File: src/rtl/bus_pkg.sv
// Shared definitions for the two-master MemoryUnit bus arbiter.
package bus_pkg;

  localparam int ADDR_W_DEF = 27;
  localparam int DATA_W_DEF = 32;

  typedef enum logic [1:0] {
    IDLE  = 2'd0,
    ISSUE = 2'd1,
    WAIT  = 2'd2
  } state_t;

  localparam logic M_CPU = 1'b0;
  localparam logic M_AUX = 1'b1;

endpackage

File: src/rtl/bus_req_latch.sv
// Per-master request register: captures one start pulse and holds it until granted.
module bus_req_latch
  import bus_pkg::*;
#(
  parameter int ADDR_W = ADDR_W_DEF,
  parameter int DATA_W = DATA_W_DEF
) (
  input  logic              clk,
  input  logic              reset,
  input  logic              start,
  input  logic              clr,
  input  logic              inflight,
  input  logic [ADDR_W-1:0] addr,
  input  logic [DATA_W-1:0] data,
  input  logic              we,
  output logic [ADDR_W-1:0] req_addr,
  output logic [DATA_W-1:0] req_data,
  output logic              req_we,
  output logic              pend,
  output logic              err
);

  logic accept;

  // A start is only legal when nothing from this master is queued or on the bus.
  assign accept = start && !pend && !inflight;
  assign err    = start && (pend || inflight);

  // Pending flag: set on an accepted start, cleared when the arbiter grants it.
  always_ff @(posedge clk) begin
    if (reset) begin
      pend <= 1'b0;
    end else if (accept) begin
      pend <= 1'b1;
    end else if (clr) begin
      pend <= 1'b0;
    end
  end

  // Request payload: only meaningful while pend is set, so it needs no reset.
  always_ff @(posedge clk) begin
    if (accept) begin
      req_addr <= addr;
      req_data <= data;
      req_we   <= we;
    end
  end

endmodule

File: src/rtl/bus_arbiter2.sv
// Two-master arbiter in front of the MemoryUnit start/done port.
module bus_arbiter2
  import bus_pkg::*;
#(
  parameter int ADDR_W     = ADDR_W_DEF,
  parameter int DATA_W     = DATA_W_DEF,
  parameter int FIXED_PRIO = 0
) (
  input  logic              clk,
  input  logic              reset,
  input  logic [ADDR_W-1:0] m0_addr,
  input  logic [DATA_W-1:0] m0_data,
  input  logic              m0_we,
  input  logic              m0_start,
  output logic [DATA_W-1:0] m0_q,
  output logic              m0_done,
  input  logic [ADDR_W-1:0] m1_addr,
  input  logic [DATA_W-1:0] m1_data,
  input  logic              m1_we,
  input  logic              m1_start,
  output logic [DATA_W-1:0] m1_q,
  output logic              m1_done,
  output logic [ADDR_W-1:0] bus_addr,
  output logic [DATA_W-1:0] bus_data,
  output logic              bus_we,
  output logic              bus_start,
  input  logic [DATA_W-1:0] bus_q,
  input  logic              bus_done,
  output logic              protocol_err
);

  state_t            state, state_nxt;
  logic              grant_vld, grant_sel;
  logic              grant_r, last_grant;
  logic              pend0, pend1, err0, err1;
  logic              clr0, clr1, inflight0, inflight1;
  logic              done_now;
  logic [ADDR_W-1:0] r0_addr, r1_addr;
  logic [DATA_W-1:0] r0_data, r1_data;
  logic              r0_we, r1_we;

  assign inflight0 = (state != IDLE) && (grant_r == M_CPU);
  assign inflight1 = (state != IDLE) && (grant_r == M_AUX);
  assign clr0      = grant_vld && (grant_sel == M_CPU);
  assign clr1      = grant_vld && (grant_sel == M_AUX);
  // bus_done only counts while a transaction is actually on the bus.
  assign done_now  = (state != IDLE) && bus_done;

  bus_req_latch #(.ADDR_W(ADDR_W), .DATA_W(DATA_W)) u_req0 (
    .clk(clk), .reset(reset), .start(m0_start), .clr(clr0), .inflight(inflight0),
    .addr(m0_addr), .data(m0_data), .we(m0_we),
    .req_addr(r0_addr), .req_data(r0_data), .req_we(r0_we), .pend(pend0), .err(err0)
  );

  bus_req_latch #(.ADDR_W(ADDR_W), .DATA_W(DATA_W)) u_req1 (
    .clk(clk), .reset(reset), .start(m1_start), .clr(clr1), .inflight(inflight1),
    .addr(m1_addr), .data(m1_data), .we(m1_we),
    .req_addr(r1_addr), .req_data(r1_data), .req_we(r1_we), .pend(pend1), .err(err1)
  );

  // State register.
  always_ff @(posedge clk) begin
    if (reset) begin
      state <= IDLE;
    end else begin
      state <= state_nxt;
    end
  end

  // Next state and grant decision; ties go round-robin or to master 0.
  always_comb begin
    state_nxt = state;
    grant_vld = 1'b0;
    grant_sel = M_CPU;
    case (state)
      IDLE: begin
        if (pend0 && pend1) begin
          grant_vld = 1'b1;
          grant_sel = (FIXED_PRIO != 0) ? M_CPU : ~last_grant;
        end else if (pend0) begin
          grant_vld = 1'b1;
          grant_sel = M_CPU;
        end else if (pend1) begin
          grant_vld = 1'b1;
          grant_sel = M_AUX;
        end
        if (grant_vld) state_nxt = ISSUE;
      end
      ISSUE:   state_nxt = bus_done ? IDLE : WAIT;
      WAIT:    if (bus_done) state_nxt = IDLE;
      default: state_nxt = IDLE;
    endcase
  end

  // Control outputs: start/done pulses, grant bookkeeping, sticky error.
  always_ff @(posedge clk) begin
    if (reset) begin
      bus_start    <= 1'b0;
      m0_done      <= 1'b0;
      m1_done      <= 1'b0;
      grant_r      <= M_CPU;
      last_grant   <= M_AUX;
      protocol_err <= 1'b0;
    end else begin
      bus_start <= grant_vld;
      m0_done   <= done_now && (grant_r == M_CPU);
      m1_done   <= done_now && (grant_r == M_AUX);
      if (grant_vld) begin
        grant_r    <= grant_sel;
        last_grant <= grant_sel;
      end
      if (err0 || err1) protocol_err <= 1'b1;
    end
  end

  // Data outputs: bus payload loaded at grant and held; read data to the requester.
  always_ff @(posedge clk) begin
    if (reset) begin
      bus_addr <= '0;
      bus_data <= '0;
      bus_we   <= 1'b0;
      m0_q     <= '0;
      m1_q     <= '0;
    end else begin
      if (grant_vld) begin
        bus_addr <= (grant_sel == M_AUX) ? r1_addr : r0_addr;
        bus_data <= (grant_sel == M_AUX) ? r1_data : r0_data;
        bus_we   <= (grant_sel == M_AUX) ? r1_we   : r0_we;
      end
      if (done_now && (grant_r == M_CPU)) m0_q <= bus_q;
      if (done_now && (grant_r == M_AUX)) m1_q <= bus_q;
    end
  end

endmodule

File: config.mk
export PLATFORM = sky130hd
export DESIGN_NAME = bus_arbiter2
export DESIGN_NICKNAME = d
export VERILOG_FILES = /design/src/rtl/bus_pkg.sv /design/src/rtl/bus_req_latch.sv /design/src/rtl/bus_arbiter2.sv
export SDC_FILE = /design/constraint.sdc
export NUM_CORES = 1
export LEC_CHECK = 0
export CAP_MARGIN = 20
export CELL_PAD_IN_SITES_DETAIL_PLACEMENT = 1
export CELL_PAD_IN_SITES_GLOBAL_PLACEMENT = 2
export CORE_MARGIN = 5
export CORE_UTILIZATION = 31
export DETAILED_ROUTE_END_ITERATION = 10
export PLACE_DENSITY_LB_ADDON = 0.1
export SLEW_MARGIN = 40
export SYNTH_ARGS = -nofsm -noshare
export SYNTH_HDL_FRONTEND = slang
export SYNTH_HIERARCHICAL = 1
export SYNTH_SLANG_ARGS = --single-unit
File: constraint.sdc
create_clock -name clk -period 9.4 [get_ports clk]
set_clock_uncertainty 0.15 [all_clocks]
set_input_delay 2.82 -clock clk [delete_from_list [all_inputs] [get_ports clk]]
set_output_delay 2.82 -clock clk [all_outputs]
set_load 0.1 [all_outputs]
==> key figures, run 1 <==
Status
  • Status: finished, final reports clean

GRT
  • Gr usage total: 0.174
  • First-pass GRT wire length: 45800 µm
  • Vias in the first global route: approximately 7.7k
  • Grt total ovfl: 0
  • Antenna violations before repair: 2
  • Largest net degree at the start of global routing: 87

Pwr
  • Leak: 4.55 nW
  • Final Power: approximately 0.0031 W
  • PD cells: 249 nW/µm²
  • Worst vdd ir: 0.152 mV

Run
  • Max-Cap Viols: 0

Critical path
  • Crit path DAT: 4.76 ns
  • CP Depth: 5
  • CP max-delay cell: o211a_2
  • Worst setup EP type: flop
  • Crit start category: primary input
  • Crit-path cells: clkdlybuf4s50_1, buf_4, o211a_2, nand2_1, a21oi_1
  • Crit path max-delay family: compound AO/OA/AOI/OAI gates
  • Reg2Reg Depth: 6
  • CP Max Fanout: 36
  • Worst setup path class: primary input to flop
  • Required time worst endpoint: 9.70 ns
  • Crit path largest cell delay: 0.80 ns
  • CP bufs+invs: 2

Synth
  • Mapped cell area: 9060 µm²
  • Cell taking the most area after synthesis: edfxtp_1
  • Syn Inst Count: 795
  • Mapped Nets: approximately 950
  • Syn. warnings: 6
  • Synth area leaders: edfxtp_1 (40%), dfxtp_1 (30%), nand3_1 (8.4%)
  • Post-synth EDFFs: 120
  • Syn Area/Cell: 11.4 µm²
  • Part of the Yosys area used for sequential elements: 0.694
  • Synth cell types: 32
  • FFs w/ async S/R, synth: 0
  • Top-area cell type share of the netlist area: 0.398
  • Flops & latches, synth: around 250
  • Ys flop type: dfxtp_1

Clocking
  • CTS Buf Count: 29
  • Worst skew pair latency: 0.53 ns
  • CTS tree: built
  • # clock sinks: about 250
  • Post-CTS sizing: 0
  • H-tree Lvls: 1
  • Hold_buf cts: 0
  • Buffer count from post-CTS setup fixing: 0
  • Clk pin slew, worst setup/hold paths: 0.05 ns
  • CTS root buffer: clkbuf_16
  • CTS max path bufs: 3

Floorplanning
  • Row cnt: 62
  • Die X: 181 µm
  • I/O pin cnt: 285
  • Core box area: 28800 µm²
  • Initial core utilization: 0.315
  • Die height: 181 µm
  • Die area: about 33000 µm²

Routing
  • Via count: 7263
  • DRT Pass-1 Iters: 4
  • Met3 routed WL: approximately 2200 µm
  • Max layer used: met5
  • Post-route ant nets: 0
  • Vias/cell: 5.00
  • Routed WL per cell: 20.6 µm
  • DR iter-0 viols: between 300 and 400
  • # DRC: 0
  • Post-Route M1 WL: 13000 µm
  • Routed wire length on met2: 14100 µm
  • DRT Wirelength: 29900 µm

STA
  • Worst Tran Pin Value: 0.802 ns
  • Final min period: roughly 4.5 ns
  • Slew Viols, Final: 0
  • Final TNS setup: 0 ns
  • Rel. slew slack: 0.465
  • Final period utilization: 0.474
  • Fmax: 224 MHz
  • Unrepaired setup endpoints after global routing: no
  • # setup viols final: 0
  • Hold Violations, Final: 0

Layout
  • Ratio of cells with drive above 1 in the final layout: 0.184
  • # nets final: 1206
  • Most frequent cells in the layout: clkdlybuf4s50_1 (155), nand3_1 (152), dfxtp_1 (134)
  • Commonest non-fill, non-tap cell in the layout: clkdlybuf4s50_1
  • Fillers: 3133
  • Layout area overhead: 38.0%
  • Final antenna diode count: 0

Placement
  • Final HPWL DP: 18200 µm
  • RD Place Congestion: 0.726
  • Buffers on Ports: 284

Worst hold path
  • Hold Path Cell Cnt: 2
  • Worst min path class: flop to flop
## synth_stat cells, types with 2 or more instances
| cell type | count |
|---|---|
| clkbuf_2 | 3 |
| o21a_1 | 2 |
| nor3b_2 | 3 |
| edfxtp_1 | 120 |
| a31oi_1 | 60 |
| buf_6 | 4 |
| o21ai_0 | 84 |
| clkbuf_1 | 32 |
| a21oi_1 | 65 |
| nor2b_2 | 2 |
| o21ba_1 | 2 |
| dfxtp_1 | 134 |
| nor3_1 | 5 |
| buf_1 | 3 |
| o21ai_1 | 10 |
| inv_1 | 3 |
| nor2_1 | 2 |
| nand3_1 | 152 |
| buf_2 | 31 |
| nor2_2 | 2 |
| nand2_1 | 65 |
## final cells by class
cell class / instances / area (µm²) / area share
well taps: 384 / 480 / 0.0384
repair buffers: 297 / 2320 / 0.185
multi-input cells: 464 / 2450 / 0.196
flip-flops and latches: 254 / 6290 / 0.503
clock inverters: 8 / 114 / 0.00911
inverters: 3 / 11.3 / 0.000901
clock buffers: 44 / 842 / 0.0674
## stage by stage
| stage | instance area [µm²] | worst slack, ns | utilization | std cells | hold WS, ns |
|---|---|---|---|---|---|
| 5_1_grt | 12500 | 4.76 | 0.434 | 1454 | 0.323 |
| 6_report | 12500 | 4.94 | 0.434 | 1454 | 0.301 |
| 2_1_floorplan | 9060 | 3.61 | - | 795 | 0.338 |
| 3_5_place_dp | 11500 | 4.39 | 0.400 | 1401 | 0.295 |
| 4_1_cts | 12500 | 4.95 | 0.434 | 1453 | 0.303 |
| 3_3_place_gp | 12200 | 4.16 | 0.422 | 1401 | 0.294 |
## worst register-to-register path: cells and delay by family, from the launching register on
kind / cells / cell delay, ns
simple gates: 1 / 0.26
flops: 1 / 0.44
buf+inv: 4 / 1.06
compound gates: 1 / 0.51
## flip-flops by register name, summed over array words and instances (netlist names)
| signal | flops |
|---|---|
| u_req0/req_data | 32 |
| bus_addr | 27 |
| m1_done | 1 |
| last_grant | 1 |
| bus_data | 32 |
| u_req0/pend | 1 |
| bus_start | 1 |
| state | 2 |
| u_req1/req_we | 1 |
| bus_we | 1 |
| m0_q | 32 |
| m0_done | 1 |
| grant_r | 1 |
| u_req1/req_addr | 27 |
| u_req1/pend | 1 |
| u_req0/req_we | 1 |
| m1_q | 32 |
| protocol_err | 1 |
| u_req1/req_data | 32 |
| u_req0/req_addr | 27 |
## worst paths after layout
path         startpoint                  to  slack [ns]
max            bus_done            m1_q[26]        4.94
min            m1_q[23]            m1_q[23]        0.30
max reg2reg    state[1]  u_req0/req_addr[4]        6.58
min reg2reg    m1_q[23]            m1_q[23]        0.30
## kinds of logic after synthesis
family                    count (synthesis)  synth area share
xor gates and xnor gates                  1          0.000967
and+or+nand+nor                         236             0.126
buffers and inverters                    77            0.0403
AOI/OAI and AO/OA                       227             0.139
DFF                                     254             0.694
## per-layer routing
layer	track usage	vias up
met4	0.0433	4
li1	-	3429
met2	0.287	231
met1	0.226	3558
met5	0	-
met3	0.0511	41
## power breakdown
group          internal (W)  switching (W)
Sequential          0.00126      0.0000392
Clock              0.000694       0.000441
Combinational      0.000145       0.000526
No activity file was read; power rests on OpenSTA's default activity.
==> run 2, diff against run 1 <==
CORE_UTILIZATION = 29   (was 31)
clock period = 4.2 ns   (was 9.4 ns; I/O delays follow)
==> run 2 against run 1 <==
Net effect:
- sequential power is 120% higher
- wire length is 3.5% higher
- critical path type is now flop to output port
- global-route usage is 0.49 points lower
==> key figures, run 2 (synthesis gave the netlist of run 1 again) <==
Status
  • Status: finished, final reports clean (unchanged)

Clocking
  • CTS tree: built (unchanged)
  • Post-CTS sizing: 0 (unchanged)
  • # clock sinks: 254 (unchanged)
  • CTS root buffer: clkbuf_16 (unchanged)
  • Worst skew pair latency: 0.55 ns (was 0.53 ns)
  • CTS Buf Count: 29 (unchanged)
  • Buffer count from post-CTS setup fixing: 0 (unchanged)
  • H-tree Lvls: 1 (unchanged)
  • CTS max path bufs: 3 (unchanged)
  • Clk pin slew, worst setup/hold paths: 0.06 ns (was 0.05 ns)
  • Hold_buf cts: 0 (unchanged)

GRT
  • Met2 GRT Util: 0.283 (was 0.287)
  • Grt total ovfl: 0 (unchanged)
  • Gr usage total: 0.169 (was 0.174)
  • M1 GR Usage: 0.218 (was 0.226)
  • Vias in the first global route: 7703 (was 7654)
  • Antenna violations before repair: 0 (was 2)
  • GR Util met3: 0.0510 (was 0.0511)
  • First-pass GRT wire length: 47300 µm (was 45800 µm)
  • GRT Max-Usage Layer: met2 (unchanged)
  • Largest net degree at the start of global routing: 65 (was 87)

Routing
  • Post-route ant nets: 0 (unchanged)
  • Vias/cell: 4.92 (was 5.00)
  • DRT Wirelength: 31000 µm (was 29900 µm)
  • # DRC: 0 (unchanged)
  • Via count: 7256 (was 7263)
  • Routed WL per cell: 21.0 µm (was 20.6 µm)
  • DR iter-0 viols: 356 (was 304)
  • DRT Pass-1 Iters: 4 (unchanged)

Layout
  • Final antenna diode count: 0 (unchanged)
  • Ratio of cells with drive above 1 in the final layout: 0.191 (was 0.184)
  • # nets final: 1213 (was 1206)
  • Most frequent cells in the layout: clkdlybuf4s50_1 (155), nand3_1 (152), dfxtp_1 (134) (unchanged)
  • Layout area overhead: 41.1% (was 38.0%)
  • Commonest non-fill, non-tap cell in the layout: clkdlybuf4s50_1 (unchanged)

Worst hold path
  • Hold Crit Endpoint: m1_q[9] (was m1_q[23])
  • Worst min path class: flop to flop (unchanged)
  • HP Start: m1_q[9] (was m1_q[23])
  • Hold Path Cell Cnt: 2 (unchanged)

Pwr
  • Comb pwr share: 0.219 (was 0.216)
  • Flop pwr share: 0.410 (was 0.419)
  • Clk pwr share: 0.371 (was 0.365)
  • Switching power: 0.00229 W (was 0.00101 W)
  • PD cells: 557 nW/µm² (was 249 nW/µm²)
  • Leak: 4.66 nW (was 4.55 nW)
  • P_int: 0.00483 W (was 0.00210 W)
  • Final Power: 0.00711 W (was 0.00311 W)
  • Switching share of power: 0.322 (was 0.324)
  • Worst vdd ir: 0.316 mV (was 0.152 mV)

Critical path
  • CP max-delay cell: buf_2 (was o211a_2)
  • Crit path DAT: 1.36 ns (was 4.76 ns)
  • Worst r2r src: state[1] (unchanged)
  • Reg2Reg Depth: 4 (was 6)
  • Required time worst endpoint: 2.79 ns (was 9.70 ns)
  • CP bufs+invs: 1 (was 2)
  • Crit-path cells: buf_2 (was clkdlybuf4s50_1, buf_4, o211a_2, nand2_1, a21oi_1)
  • Worst setup path class: flop to output port (was primary input to flop)
  • FF-to-FF End: u_req0/req_addr[14] (was u_req0/req_addr[4])
  • Crit start category: flop (was primary input)
  • Worst setup EP type: output port (was flop)
  • Crit path largest cell delay: 0.44 ns (was 0.80 ns)
  • Reg2Reg Setup Slack: 1.94 ns (was 6.58 ns)
  • Crit path max-delay family: buffers and inverters (was compound AO/OA/AOI/OAI gates)
  • CP Max Fanout: 2 (was 36)

Placement
  • RD Place Congestion: 0.712 (was 0.726)
  • Final HPWL DP: 19000 µm (was 18200 µm)
  • Buffers on Ports: 284 (unchanged)

STA
  • Hold Slack: 0.302 ns (was 0.301 ns)
  • Hold Violations, Final: 0 (unchanged)
  • Final min period: 2.77 ns
  • Final TNS setup: 0 ns (unchanged)
  • Fmax: 361 MHz
  • Unrepaired setup endpoints after global routing: no (unchanged)
  • Final period utilization: 0.660
  • # setup viols final: 0 (unchanged)
  • Rel. slew slack: 0.485 (was 0.465)
  • Worst Tran Pin Value: 0.773 ns (was 0.802 ns)
  • Slew Viols, Final: 0 (unchanged)

Floorplanning
  • Core box area: 30700 µm² (was 28800 µm²)
  • Initial core utilization: 0.295 (was 0.315)
  • Die area: 34900 µm² (was 32700 µm²)
  • Row cnt: 64 (was 62)
  • Die X: 187 µm (was 181 µm)
  • Die height: 187 µm (was 181 µm)
  • I/O pin cnt: 285 (unchanged)

Run
  • Max-Cap Viols: 0 (unchanged)
[run 2: cell types whose count changed in the layout (fill, tap and decap cells not counted), sizes merged]
cell	previous run	this run
clkbuf	44	48
buf	142	149
clkinv	4	2
[run 2: how the worst max path moves through the flow]
stage,start,endpoint,slack (ns),cells after the start
floorplan,m0_start,u_req0/req_addr[0],0.78,1
global placement,bus_done,m1_q[10],1.03,6
detailed placement,bus_done,m1_q[10],1.0,6
CTS,bus_data[1],bus_data[1],1.39,1
global route,bus_data[22],bus_data[22],1.37,1
finish,m1_q[19],m1_q[19],1.43,1
[run 2: worst min-delay path: stages, from the launching register on]
cell and delay [ns]:
dfxtp_1 0.30, nand2_1 0.05, a21oi_1 0.05
[run 2: stage by stage]
stage / instances / setup slack, ns / utilization / cell area, µm²
5_1_grt: 1475 / 1.37 / 0.415 / 12800
6_report: 1475 / 1.43 / 0.415 / 12800
3_5_place_dp: 1420 / 0.996 / 0.382 / 11700
4_1_cts: 1474 / 1.39 / 0.415 / 12700
3_3_place_gp: 1418 / 1.03 / 0.396 / 12200
2_1_floorplan: 795 / 0.781 / - / 9070
[run 2: layer usage]
metal  vias up  wire length (µm)
li1       3441                 -
met1      3555             13600
met2       221             14600
met3        39              2150
met4         0               629
met5         -                 0
[run 2: area by class of cell]
| class | instances | area (µm²) |
|---|---|---|
| multi-input cells | 464 | 2450 |
| inverters | 3 | 11.3 |
| clock inverters | 6 | 109 |
| well taps | 396 | 495 |
| flip-flops and latches | 254 | 6290 |
| clock buffers | 48 | 897 |
| repair buffers | 304 | 2530 |
| fillers | 3351 | 18000 |
[run 2: power groups by stage]
stage                     Clock [W]  Sequential (W)  Combinational, W
after floorplan                   0         0.00365          0.000389
after global placement            0         0.00297           0.00162
after detailed placement          0         0.00297           0.00157
after CTS                   0.00273         0.00292           0.00158
after global routing        0.00282         0.00294           0.00164
final                       0.00264         0.00292           0.00156
